$ cat config.mk
export PLATFORM = sky130hd
export DESIGN_NAME = register_scoreboard
export DESIGN_NICKNAME = d
export VERILOG_FILES = /design/src/rtl/register_scoreboard.sv
export SDC_FILE = /design/constraint.sdc
export NUM_CORES = 1
export LEC_CHECK = 0
export CORE_ASPECT_RATIO = 2
export CORE_UTILIZATION = 35
export CTS_CLUSTER_DIAMETER = 150
export DETAILED_ROUTE_END_ITERATION = 6
export PLACE_DENSITY = 0.63
export SLEW_MARGIN = 20
export SYNTH_ARGS = -nofsm -noshare
export SYNTH_HDL_FRONTEND = slang
export SYNTH_SLANG_ARGS = --single-unit
$ cat constraint.sdc
create_clock -name clk -period 4.4 [get_ports clk]
set_clock_uncertainty 0.2 [all_clocks]
set_input_delay 0.88 -clock clk [delete_from_list [all_inputs] [get_ports clk]]
set_output_delay 0.88 -clock clk [all_outputs]
set_load 0.01 [all_outputs]
$ cat src/rtl/register_scoreboard.sv
// Pending-write scoreboard beside decode: one saturating in-flight counter per
// architectural register, producing the decode stall and a sticky underflow flag.
module register_scoreboard #(
    parameter int REGISTER_INDEX_WIDTH = 5,
    parameter int NUM_REGISTERS        = 32,
    parameter int MAX_PENDING          = 3,
    parameter int WB_BYPASS            = 1
) (
    input  logic                            clk,
    input  logic                            rst,
    input  logic                            decode_valid,
    input  logic                            decode_uses_src_1,
    input  logic                            decode_uses_src_2,
    input  logic [REGISTER_INDEX_WIDTH-1:0] decode_idx_src_1,
    input  logic [REGISTER_INDEX_WIDTH-1:0] decode_idx_src_2,
    input  logic                            decode_writes_dst,
    input  logic [REGISTER_INDEX_WIDTH-1:0] decode_idx_dst,
    input  logic                            wb_valid,
    input  logic [REGISTER_INDEX_WIDTH-1:0] wb_idx_dst,
    input  logic                            flush,
    output logic                            stall,
    output logic [NUM_REGISTERS-1:0]        busy_mask,
    output logic                            underflow_err
);

    localparam int CNT_W = $clog2(MAX_PENDING + 1);

    logic [CNT_W-1:0] count_q [1:NUM_REGISTERS-1];
    logic [CNT_W-1:0] count_d [1:NUM_REGISTERS-1];
    logic             underflow_q;
    logic             underflow_d;

    logic src_hazard;
    logic dst_full;
    logic issue;
    logic retire;

    // Mux-based lookup so x0 and indices beyond NUM_REGISTERS read as zero.
    function automatic logic [CNT_W-1:0] count_of(input logic [REGISTER_INDEX_WIDTH-1:0] idx);
        count_of = '0;
        for (int r = 1; r < NUM_REGISTERS; r++) begin
            if (idx == REGISTER_INDEX_WIDTH'(r)) count_of = count_q[r];
        end
    endfunction

    function automatic logic released(input logic [REGISTER_INDEX_WIDTH-1:0] idx);
        released = (WB_BYPASS != 0) && wb_valid && (wb_idx_dst == idx)
                   && (count_of(idx) == CNT_W'(1));
    endfunction

    function automatic logic src_pending(input logic                            uses,
                                         input logic [REGISTER_INDEX_WIDTH-1:0] idx);
        src_pending = uses && (idx != '0) && (count_of(idx) != '0) && !released(idx);
    endfunction

    always_comb begin
        src_hazard = decode_valid
                     && (src_pending(decode_uses_src_1, decode_idx_src_1)
                         || src_pending(decode_uses_src_2, decode_idx_src_2));
        // A same-cycle write-back to the destination keeps its count unchanged,
        // so a saturated counter does not block issue in that cycle.
        dst_full   = decode_valid && decode_writes_dst && (decode_idx_dst != '0)
                     && (count_of(decode_idx_dst) == CNT_W'(MAX_PENDING))
                     && !(wb_valid && (wb_idx_dst == decode_idx_dst));
        stall      = (src_hazard || dst_full) && !flush;
        issue      = decode_valid && decode_writes_dst && (decode_idx_dst != '0)
                     && !stall && !flush;
        retire     = wb_valid && (wb_idx_dst != '0) && !flush;
    end

    always_comb begin
        underflow_d = underflow_q || (retire && (count_of(wb_idx_dst) == '0));
        for (int r = 1; r < NUM_REGISTERS; r++) begin
            count_d[r] = count_q[r];
            if (flush) begin
                count_d[r] = '0;
            end else begin
                if (issue && (decode_idx_dst == REGISTER_INDEX_WIDTH'(r))
                    && !(retire && (wb_idx_dst == REGISTER_INDEX_WIDTH'(r)))) begin
                    count_d[r] = count_q[r] + CNT_W'(1);
                end else if (retire && (wb_idx_dst == REGISTER_INDEX_WIDTH'(r))
                             && !(issue && (decode_idx_dst == REGISTER_INDEX_WIDTH'(r)))
                             && (count_q[r] != '0)) begin
                    count_d[r] = count_q[r] - CNT_W'(1);
                end
            end
        end
    end

    always_comb begin
        busy_mask = '0;
        for (int r = 1; r < NUM_REGISTERS; r++) begin
            busy_mask[r] = (count_q[r] != '0);
        end
    end

    always_ff @(posedge clk or posedge rst) begin
        if (rst) begin
            for (int r = 1; r < NUM_REGISTERS; r++) count_q[r] <= '0;
            underflow_q <= 1'b0;
        end else begin
            for (int r = 1; r < NUM_REGISTERS; r++) count_q[r] <= count_d[r];
            underflow_q <= underflow_d;
        end
    end

    assign underflow_err = underflow_q;

endmodule

==> impl_metrics.env, run 1 <==
export IMPL_gr_total_overflow=0
export IMPL_async_flop_share_pct=100
export IMPL_seq_area_frac_synth_pct=19.7
export IMPL_crit_arrival_ps=3290
export IMPL_cts_root_buf="clkbuf_16"
export IMPL_vias_per_cell=6.68
export IMPL_core_area_um2=22500
export IMPL_synth_nets=1153
export IMPL_num_io_pins=62
export IMPL_worst_pin_slew_ps=775
export IMPL_final_cell_mix="buf_4, nand2_1, nor2_1"
export IMPL_avgRoutedWirePerCell_um=29.6
export IMPL_synth_cell_types=95
export IMPL_powerDensity_nw_per_um2=174
export IMPL_layout_commonest_cell="buf_4"
export IMPL_dieArea_um2=23600
export IMPL_period_minus_slack_ps=4370
export IMPL_final_antenna_net_count=0
export IMPL_synthFlopType="dfrtp_1"
export IMPL_drt_iter0_drc=921
export IMPL_synth_area_um2=8020
export IMPL_min_period_over_period_pct=99.2
export IMPL_r2r_end="count_q[56]"
export IMPL_rr_worst_depth=13
export IMPL_final_nets=1362
export IMPL_maxSlewHeadroom_pct=47.9
export IMPL_clock_latency_ps=360
export IMPL_placed_cells=1589
export IMPL_drcViolationCount=0
export IMPL_rrSetupSlack_ps=720
export IMPL_min_path_type="reg -> reg"
export IMPL_netlist_instances=1125
export IMPL_start_kind="primary input"
export IMPL_ys_ff_latch=63
export IMPL_die_height_um=216
export IMPL_cts_tree="built"
export IMPL_max_vdd_ir_drop_mv=0.213
export IMPL_r2r_start="count_q[25]"
export IMPL_syn_avg_cell_area_um2=7.13
export IMPL_final_cells=1621
export IMPL_fp_dieW_um=109
export IMPL_grt_pass1_vias=10600
export IMPL_track_usage_pct=41.9
export IMPL_grt_pass1_wl_um=69100
export IMPL_clockBufferDepth=2
export IMPL_first_pass_iters=7
export IMPL_grt_antenna_before_repair=2
export IMPL_maxCapViolCount=0
export IMPL_hpwl_um=36000
export IMPL_routed_wl_um=48100
export IMPL_via_count=10800
export IMPL_max_freq_ghz=0.229
export IMPL_fp_row_count=78
export IMPL_worstSetupPathType="in -> out"
export IMPL_final_layout_size_suffix_gt1_share_pct=27.3
export IMPL_grt_max_degree=44
export IMPL_post_route_util_pct=48.5
export IMPL_setup_violations=0
export IMPL_status="finished, final reports clean"
export IMPL_cts_sinks=63
export IMPL_slew_viol_final=0
export IMPL_area_growth_pct=36.3
export IMPL_end_kind="output pin"
export IMPL_floorplan_initialDensity_pct=35.6
export IMPL_synth_edf_count=0
export IMPL_cp_required_ps=3320
export IMPL_hold_ws_ps=313
export IMPL_power_leakage_nw=4.59
export IMPL_place_congestion=1.11
export IMPL_port_buffers=60
export IMPL_ys_warn_count=0
export IMPL_finalHoldViolCount=0
export IMPL_endpoint="stall"
export IMPL_critPathMaxFanout=17
export IMPL_critPathLaunch="decode_idx_dst[0]"
export IMPL_p_total_mw=1.90
export IMPL_clk_pin_slew_worst_paths_ps=60
export IMPL_cts_made_buffers=9
export IMPL_htree_levels=3
## repair_timing
item,in CTS,in global routing
gates resized for setup,51,46
hold buffers,0,0
pin swaps,12,19
gates cloned,2,0
endpoints found under the setup margin,1,41
setup buffers,11,2
## flip-flops by register name, summed over array words and instances (netlist names)
signal,flops
underflow_err,1
count_q,62
## cells by family (layout without fill, tap and decap cells)
family / Yosys count / count (layout) / synth area share (%)
AND/OR/NAND/NOR: 509 / 509 / 33.9
AO/OA/AOI/OAI: 356 / 356 / 30.9
buffers and inverters: 136 / 350 / 7.40
flip-flops: 63 / 63 / 19.7
multiplexers: 39 / 39 / 5.84
XOR/XNOR: 21 / 21 / 2.29
other: 1 / 3 / 0.0468
## metrics by stage
stage	area, um^2	setup TNS, ps	worst slack [ps]
finish	10900	0	33.4
global route	10900	-8.87	-8.87
CTS	10800	0	0.138
detailed placement	10300	-13140	-822
global placement	10300	-11150	-774
floorplan	8020	0	455
## worst min-delay path by stage
stage / cells past startpoint / end / slack, ps / startpoint
detailed placement: 1 / underflow_err / 310 / underflow_err
floorplan: 1 / underflow_err / 320 / underflow_err
global route: 1 / underflow_err / 350 / underflow_err
finish: 1 / underflow_err / 310 / underflow_err
CTS: 1 / underflow_err / 330 / underflow_err
global placement: 1 / underflow_err / 310 / underflow_err
## critical path, cell delays in order
cell and delay (ps):
clkdlybuf4s50_1 500, buf_12 170, buf_4 170, mux4_2 510, o221ai_1 180, nand2_1 110, nor3_1 270, a2bb2oi_2 110
nand2_1 110, a31oi_4 110, buf_2 160
## power breakdown
group	switching, mW	internal, mW	total (mW)
sequential	0.00393	0.581	0.585
combinational	0.341	0.241	0.582
clock	0.285	0.453	0.738
total	0.630	1.27	1.90
## per-layer routing
metal | share of wire, % | wire [um] | vias up | global-route usage (%)
li1 | - | - | 4637 | -
met1 | 32 | 15300 | 5197 | 40.9
met2 | 48 | 22800 | 708 | 68.0
met3 | 8.3 | 4000 | 291 | 11.9
met4 | 12 | 5900 | 0 | 41.8
met5 | 0 | 0 | - | 0
## cell usage after synthesis (9+ instances only)
library cell	number	area [um^2]
nand2_1	112	420
nor2_1	97	364
a21oi_1	70	350
o21ai_0	69	345
dfrtp_1	63	1580
clkbuf_1	50	188
nor3_1	47	235
nand3_1	42	210
buf_2	39	195
nand2b_1	31	194
inv_1	29	109
a211oi_1	28	210
and3_1	28	175
or2_2	28	175
a31oi_1	27	169
nor2b_1	27	169
mux2i_1	22	220
o22ai_1	17	106
xnor2_1	15	131
o211ai_1	14	105
nor4_1	12	75.1
mux2_2	11	124
buf_1	10	37.5
o21a_1	10	75.1
a221oi_1	9	78.8
and2_1	9	56.3
nand4_1	9	56.3
nor3b_1	9	67.6
## area by class of cell
type | count | area [um^2]
Inverter | 31 | 116
Antenna cell | 2 | 5.00
Fill cell | 2294 | 11600
Timing Repair Buffer | 303 | 2470
Sequential cell | 63 | 1580
Tap cell | 280 | 350
Clock inverter | 3 | 42.5
Multi-Input combinational cell | 926 | 6110
Clock buffer | 13 | 250
(Power assumes the default switching activity.)
==> inputs of run 2 (changes only) <==
- CAP_MARGIN: default -> 0
==> results of run 2 <==
No change in the layout: final DEF, timing and power equal those of run 1.
